<file path="src/rtl/load_store_unit.sv">
// load_store_unit: RV32I memory-access stage with a single-outstanding req/gnt/rvalid port.
// Optional build macro MISALIGN_TRAP_EN: misaligned ops complete without a memory access, flagging misalign_o.
`default_nettype none

module load_store_unit #(
    parameter int RSP_TIMEOUT = 255
) (
    input  logic        clk_i,
    input  logic        rst_i,
    input  logic        req_valid_i,
    output logic        req_ready_o,
    input  logic        is_store_i,
    input  logic [2:0]  funct3_i,
    input  logic [31:0] addr_i,
    input  logic [31:0] wdata_i,
    output logic        mem_req_o,
    output logic        mem_we_o,
    output logic [31:0] mem_addr_o,
    output logic [3:0]  mem_wmask_o,
    output logic [31:0] mem_wdata_o,
    input  logic        mem_gnt_i,
    input  logic        mem_rvalid_i,
    input  logic [31:0] mem_rdata_i,
    output logic        rsp_valid_o,
    output logic [31:0] rsp_data_o,
    output logic        err_o,
    output logic        misalign_o
);

    localparam logic [1:0] S_IDLE = 2'd0;
    localparam logic [1:0] S_REQ  = 2'd1;
    localparam logic [1:0] S_WAIT = 2'd2;
    localparam logic [1:0] S_RESP = 2'd3;
    localparam int CNT_W = (RSP_TIMEOUT > 1) ? $clog2(RSP_TIMEOUT) : 1;

    logic [1:0]       state_q, state_d;
    logic             we_q, we_d;
    logic [2:0]       f3_q, f3_d;
    logic [31:0]      addr_q, addr_d;
    logic [3:0]       wmask_q, wmask_d;
    logic [31:0]      wdata_q, wdata_d;
    logic [CNT_W-1:0] cnt_q, cnt_d;
    logic [31:0]      rdata_q, rdata_d;
    logic             err_q, err_d;
    logic             mis_q, mis_d;

    logic        w_illegal, w_trap, w_timeout;
    logic [3:0]  w_wmask;
    logic [31:0] w_wdata, w_ext;
    logic [7:0]  w_byte;
    logic [15:0] w_half;

    assign w_illegal = is_store_i ? (funct3_i >= 3'd3)
                                  : ((funct3_i == 3'd3) || (funct3_i[2:1] == 2'b11));
`ifdef MISALIGN_TRAP_EN
    assign w_trap = ~w_illegal &
                    (((funct3_i[1:0] == 2'b01) & addr_i[0]) |
                     ((funct3_i[1:0] == 2'b10) & (addr_i[1:0] != 2'b00)));
`else
    assign w_trap = 1'b0;
`endif
    assign w_timeout = (RSP_TIMEOUT != 0) && (cnt_q == CNT_W'(RSP_TIMEOUT - 1));

    // Store lanes: low address bits beyond the access size are ignored here.
    always_comb begin
        w_wmask = 4'b0000;
        w_wdata = 32'd0;
        if (is_store_i) begin
            case (funct3_i)
                3'd0: begin
                    w_wmask = 4'b0001 << addr_i[1:0];
                    w_wdata = {4{wdata_i[7:0]}};
                end
                3'd1: begin
                    w_wmask = 4'b0011 << {addr_i[1], 1'b0};
                    w_wdata = {2{wdata_i[15:0]}};
                end
                3'd2: begin
                    w_wmask = 4'b1111;
                    w_wdata = wdata_i;
                end
                default: ;
            endcase
        end
    end

    assign w_byte = mem_rdata_i[{addr_q[1:0], 3'b000} +: 8];
    assign w_half = addr_q[1] ? mem_rdata_i[31:16] : mem_rdata_i[15:0];

    always_comb begin
        case (f3_q)
            3'd0:    w_ext = {{24{w_byte[7]}}, w_byte};
            3'd4:    w_ext = {24'd0, w_byte};
            3'd1:    w_ext = {{16{w_half[15]}}, w_half};
            3'd5:    w_ext = {16'd0, w_half};
            default: w_ext = mem_rdata_i;
        endcase
    end

    always_ff @(posedge clk_i or posedge rst_i) begin
        if (rst_i) begin
            state_q <= S_IDLE;
            we_q    <= 1'b0;
            f3_q    <= 3'd0;
            addr_q  <= 32'd0;
            wmask_q <= 4'd0;
            wdata_q <= 32'd0;
            cnt_q   <= '0;
            rdata_q <= 32'd0;
            err_q   <= 1'b0;
            mis_q   <= 1'b0;
        end else begin
            state_q <= state_d;
            we_q    <= we_d;
            f3_q    <= f3_d;
            addr_q  <= addr_d;
            wmask_q <= wmask_d;
            wdata_q <= wdata_d;
            cnt_q   <= cnt_d;
            rdata_q <= rdata_d;
            err_q   <= err_d;
            mis_q   <= mis_d;
        end
    end

    always_comb begin
        state_d = state_q;
        case (state_q)
            S_IDLE:  if (req_valid_i) state_d = (w_illegal | w_trap) ? S_RESP : S_REQ;
            S_REQ:   if (mem_gnt_i) state_d = we_q ? S_RESP : S_WAIT;
            S_WAIT:  if (mem_rvalid_i | w_timeout) state_d = S_RESP;
            S_RESP:  state_d = S_IDLE;
            default: state_d = S_IDLE;
        endcase
    end

    // Result flags and data are cleared only on the next accept, so they stay readable after RESP.
    always_comb begin
        we_d    = we_q;
        f3_d    = f3_q;
        addr_d  = addr_q;
        wmask_d = wmask_q;
        wdata_d = wdata_q;
        cnt_d   = cnt_q;
        rdata_d = rdata_q;
        err_d   = err_q;
        mis_d   = mis_q;
        if (state_q == S_IDLE && req_valid_i) begin
            we_d    = is_store_i;
            f3_d    = funct3_i;
            addr_d  = addr_i;
            wmask_d = w_wmask;
            wdata_d = w_wdata;
            cnt_d   = '0;
            rdata_d = 32'd0;
            err_d   = w_illegal;
            mis_d   = w_trap;
        end else if (state_q == S_WAIT) begin
            cnt_d = cnt_q + 1'b1;
            if (mem_rvalid_i) begin
                rdata_d = w_ext;
            end else if (w_timeout) begin
                err_d = 1'b1;
            end
        end
    end

    always_comb begin
        req_ready_o = (state_q == S_IDLE);
        mem_req_o   = (state_q == S_REQ);
        rsp_valid_o = (state_q == S_RESP);
    end

    assign mem_we_o    = we_q;
    assign mem_addr_o  = {addr_q[31:2], 2'b00};
    assign mem_wmask_o = wmask_q;
    assign mem_wdata_o = wdata_q;
    assign rsp_data_o  = rdata_q;
    assign err_o       = err_q;
    assign misalign_o  = mis_q;

endmodule

`default_nettype wire

</file>
<file path="config.mk">
export PLATFORM = sky130hd
export DESIGN_NAME = load_store_unit
export DESIGN_NICKNAME = d
export VERILOG_FILES = /design/src/rtl/load_store_unit.sv
export SDC_FILE = /design/constraint.sdc
export NUM_CORES = 1
export LEC_CHECK = 0
export CAP_MARGIN = 10
export CORE_MARGIN = 2
export CORE_UTILIZATION = 40
export DETAILED_ROUTE_END_ITERATION = 7
export PLACE_DENSITY = 0.81
export SETUP_SLACK_MARGIN = 0.4
export SLEW_MARGIN = 15
export SYNTH_ARGS = -nofsm -noshare
export SYNTH_HDL_FRONTEND = slang
export SYNTH_SLANG_ARGS = --single-unit
</file>
<file path="constraint.sdc">
create_clock -name clk_i -period 3.92 [get_ports clk_i]
set_clock_uncertainty 0.2 [all_clocks]
set_input_delay 0.588 -clock clk_i [delete_from_list [all_inputs] [get_ports clk_i]]
set_output_delay 0.588 -clock clk_i [all_outputs]
set_load 0.05 [all_outputs]
</file>
==> results.tsv <==
metric	value	unit
reg-to-reg endpoint	rsp_data_o[22]	
Final GP Congestion	0.892	
Synth top cells by count	nand2_1, dfrtp_1, o21ai_0	
data required time of the worst path	3.13	ns
Post-synth EDFFs	0	
top cell type's share of synthesized area	0.513	
PortBufs	207	
Total GRT Usage	0.235	
crit path kind	reg2out	
post-synthesis sequential area ratio	0.513	
crit path time final	2.89	ns
Avg Vias per Cell	5.35	
Initial DRC Count	389	
hold crit path type	reg2reg	
Final ANT Viol Nets	0	
Setup crit start kind	flip-flop	
Hold Path End	addr_q[3]	
Final Hold Viols	0	
Final setup viols	0	
slack of the worst reg-to-reg path	1.08	ns
# DRC	0	
Mapped Area	5610	sq um
worst r2r src	state_q[0]	
Clock Tree Buf Depth	2	
post-synth cell types	44	
post_cts resized	0	
Cells after Synth	585	
Worst VDD drop	0.466	mV
worst rel slew slack	0.326	
fmax	0.346	GHz
register area	2880	sq um
initial antenna violation count	0	
H-Tree Depth	4	
Period Utilization, post-route	0.736	
Multi-input gate area	2290	sq um
Avg Inst Size Synth	9.59	sq um
first-pass GRT wire length	26800	microns
Cell Area, Placed	7590	sq um
setup TNS	0	ns
RSZ-0062 raised after global routing	false	
diode count	0	
CTS tree	built	
TritonCTS Buffers	17	
crit-path max FO	5	
cts hold-fix bufs	0	
Synth warnings	0	
cell with the most instances after synthesis	nand2_1	
largest net degree at the start of global routing	46	
fin area	8220	sq um
max-cap viol count	0	
first drt pass iteration count	5	
Crit. End Element	output pin	
CTS sink count	115	
FFs w/ async S/R, synth	1.00	
Worst-path clk slew	0.05	ns
FP Rows	43	
area grow syn2layout	46.6	%
hold slack final	0.274	ns
Die Ht	122	microns
Power Dens Cells	866	nW/um^2
Die Footprint	15000	sq um
Post-DP HPWL	12600	microns
detailed-route via count	5048	
Initial Util	0.407	
worst-margin pin slew	1.01	ns
filler cell count	1204	
largest area contributor in the netlist	dfrtp_1	
die width	122	microns
final max-slew violation count	0	
Reg2Reg Depth	6	
Hold Startpoint	addr_q[3]	
total gr overflow	0	
I/O pin cnt	211	
synth top area cells	dfrtp_1, nand2_1, a22o_1	
crit path DAT	2.10	ns
register bit total from synthesis	115	
status	completed	
Root Buffer	clkbuf_16	
Total Wirelength	17000	microns
LEAKAGE	3.63	nW
Worst-Skew Late Latency	0.41	ns
Avg WL per Cell	18.1	microns
Post-synth top flop	dfrtp_1	
Core ar.	13800	sq um
nets@finish	862	
hold path depth	2	
vias in the first global route	5083	
ratio of cells with drive above 1 in the final layout	0.0655	
number of setup buffers added after CTS	0	
layout make-up:
cell class / instances / share of cell area
Tap cell: 180 / 0.0274
Multi-Input combinational cell: 388 / 0.279
Sequential cell: 115 / 0.350
Clock buffer: 20 / 0.0543
Clock inverter: 12 / 0.0221
Timing Repair Buffer: 215 / 0.261
Inverter: 13 / 0.00639
routing by layer:
layer | vias to the layer above | track usage | part of all wire
met1 | 2442 | 0.284 | 0.39
li1 | 2333 | - | -
met5 | - | 0 | 0
met4 | 0 | 0.0927 | 0.018
met3 | 20 | 0.0795 | 0.10
met2 | 253 | 0.389 | 0.49
logic make-up (layout without fill, tap and decap cells):
group / count (synthesis) / count (layout) / share of synthesized area
fa+ha+maj: 7 / 7 / 0.0156
compound gates: 158 / 158 / 0.194
mux: 12 / 12 / 0.0285
flops: 115 / 115 / 0.513
xor+xnor: 5 / 5 / 0.00781
other cells: 1 / 3 / 0.000668
buf+inv: 84 / 260 / 0.0807
simple gates: 203 / 203 / 0.160
per-stage QoR:
step                total power, mW   util  worst slack, ns  instances
floorplan                      4.49      -             1.30        587
global placement               5.42  0.551            0.935        911
detailed placement             5.50  0.551            0.797        911
CTS                            7.16  0.597             1.02        943
global route                   7.48  0.597            0.873        943
finish                         7.12  0.597             1.03        943
power breakdown:
part	internal, mW	total [mW]	switching [mW]
registers	1.62	2.01	0.387
logic	1.23	3.48	2.25
clock network	1.08	1.63	0.549
worst max-delay path, stage by stage, from the launching register on:
cell,delay [ns]
dfrtp_1,0.41
inv_1,0.16
ha_1,0.27
clkdlybuf4s50_1,0.85
cell usage in the layout (no fill, tap or decap), types with 4 or more instances in the layout:
| master | instances |
|---|---|
| a32o_1 | 6 |
| a21oi_1 | 40 |
| a221o_1 | 16 |
| clkdlybuf4s50_1 | 207 |
| ha_1 | 7 |
| clkinvlp_4 | 5 |
| mux2i_1 | 7 |
| nand2b_1 | 10 |
| a22o_1 | 31 |
| dfrtp_1 | 115 |
| nand2_1 | 138 |
| clkbuf_16 | 17 |
| nor2_1 | 16 |
| buf_4 | 7 |
| inv_1 | 12 |
| a211oi_1 | 6 |
| bufinv_16 | 4 |
| xor2_1 | 4 |
| nor2b_1 | 16 |
| o21ai_0 | 43 |
| a221oi_1 | 4 |
| and2_1 | 5 |
flip-flops by register name, summed over array words and instances (netlist names):
signal and flops:
mem_wmask_o 4, err_o 1, state_q 2, mem_wdata_o 32, addr_q 32, cnt_q 8, f3_q 3, rsp_data_o 32
mem_we_o 1
worst max path at each step:
| stage | start | end | slack [ns] | depth (start not counted) |
|---|---|---|---|---|
| after floorplan | state_q[0] | rsp_data_o[16] | 1.30 | 8 |
| after global placement | req_valid_i | rsp_data_o[31] | 0.93 | 5 |
| after detailed placement | req_valid_i | rsp_data_o[22] | 0.80 | 5 |
| after CTS | state_q[0] | req_ready_o | 1.02 | 3 |
| after global routing | state_q[1] | rsp_data_o[22] | 0.87 | 6 |
| final | state_q[0] | req_ready_o | 1.03 | 3 |
(Power assumes the default switching activity.)
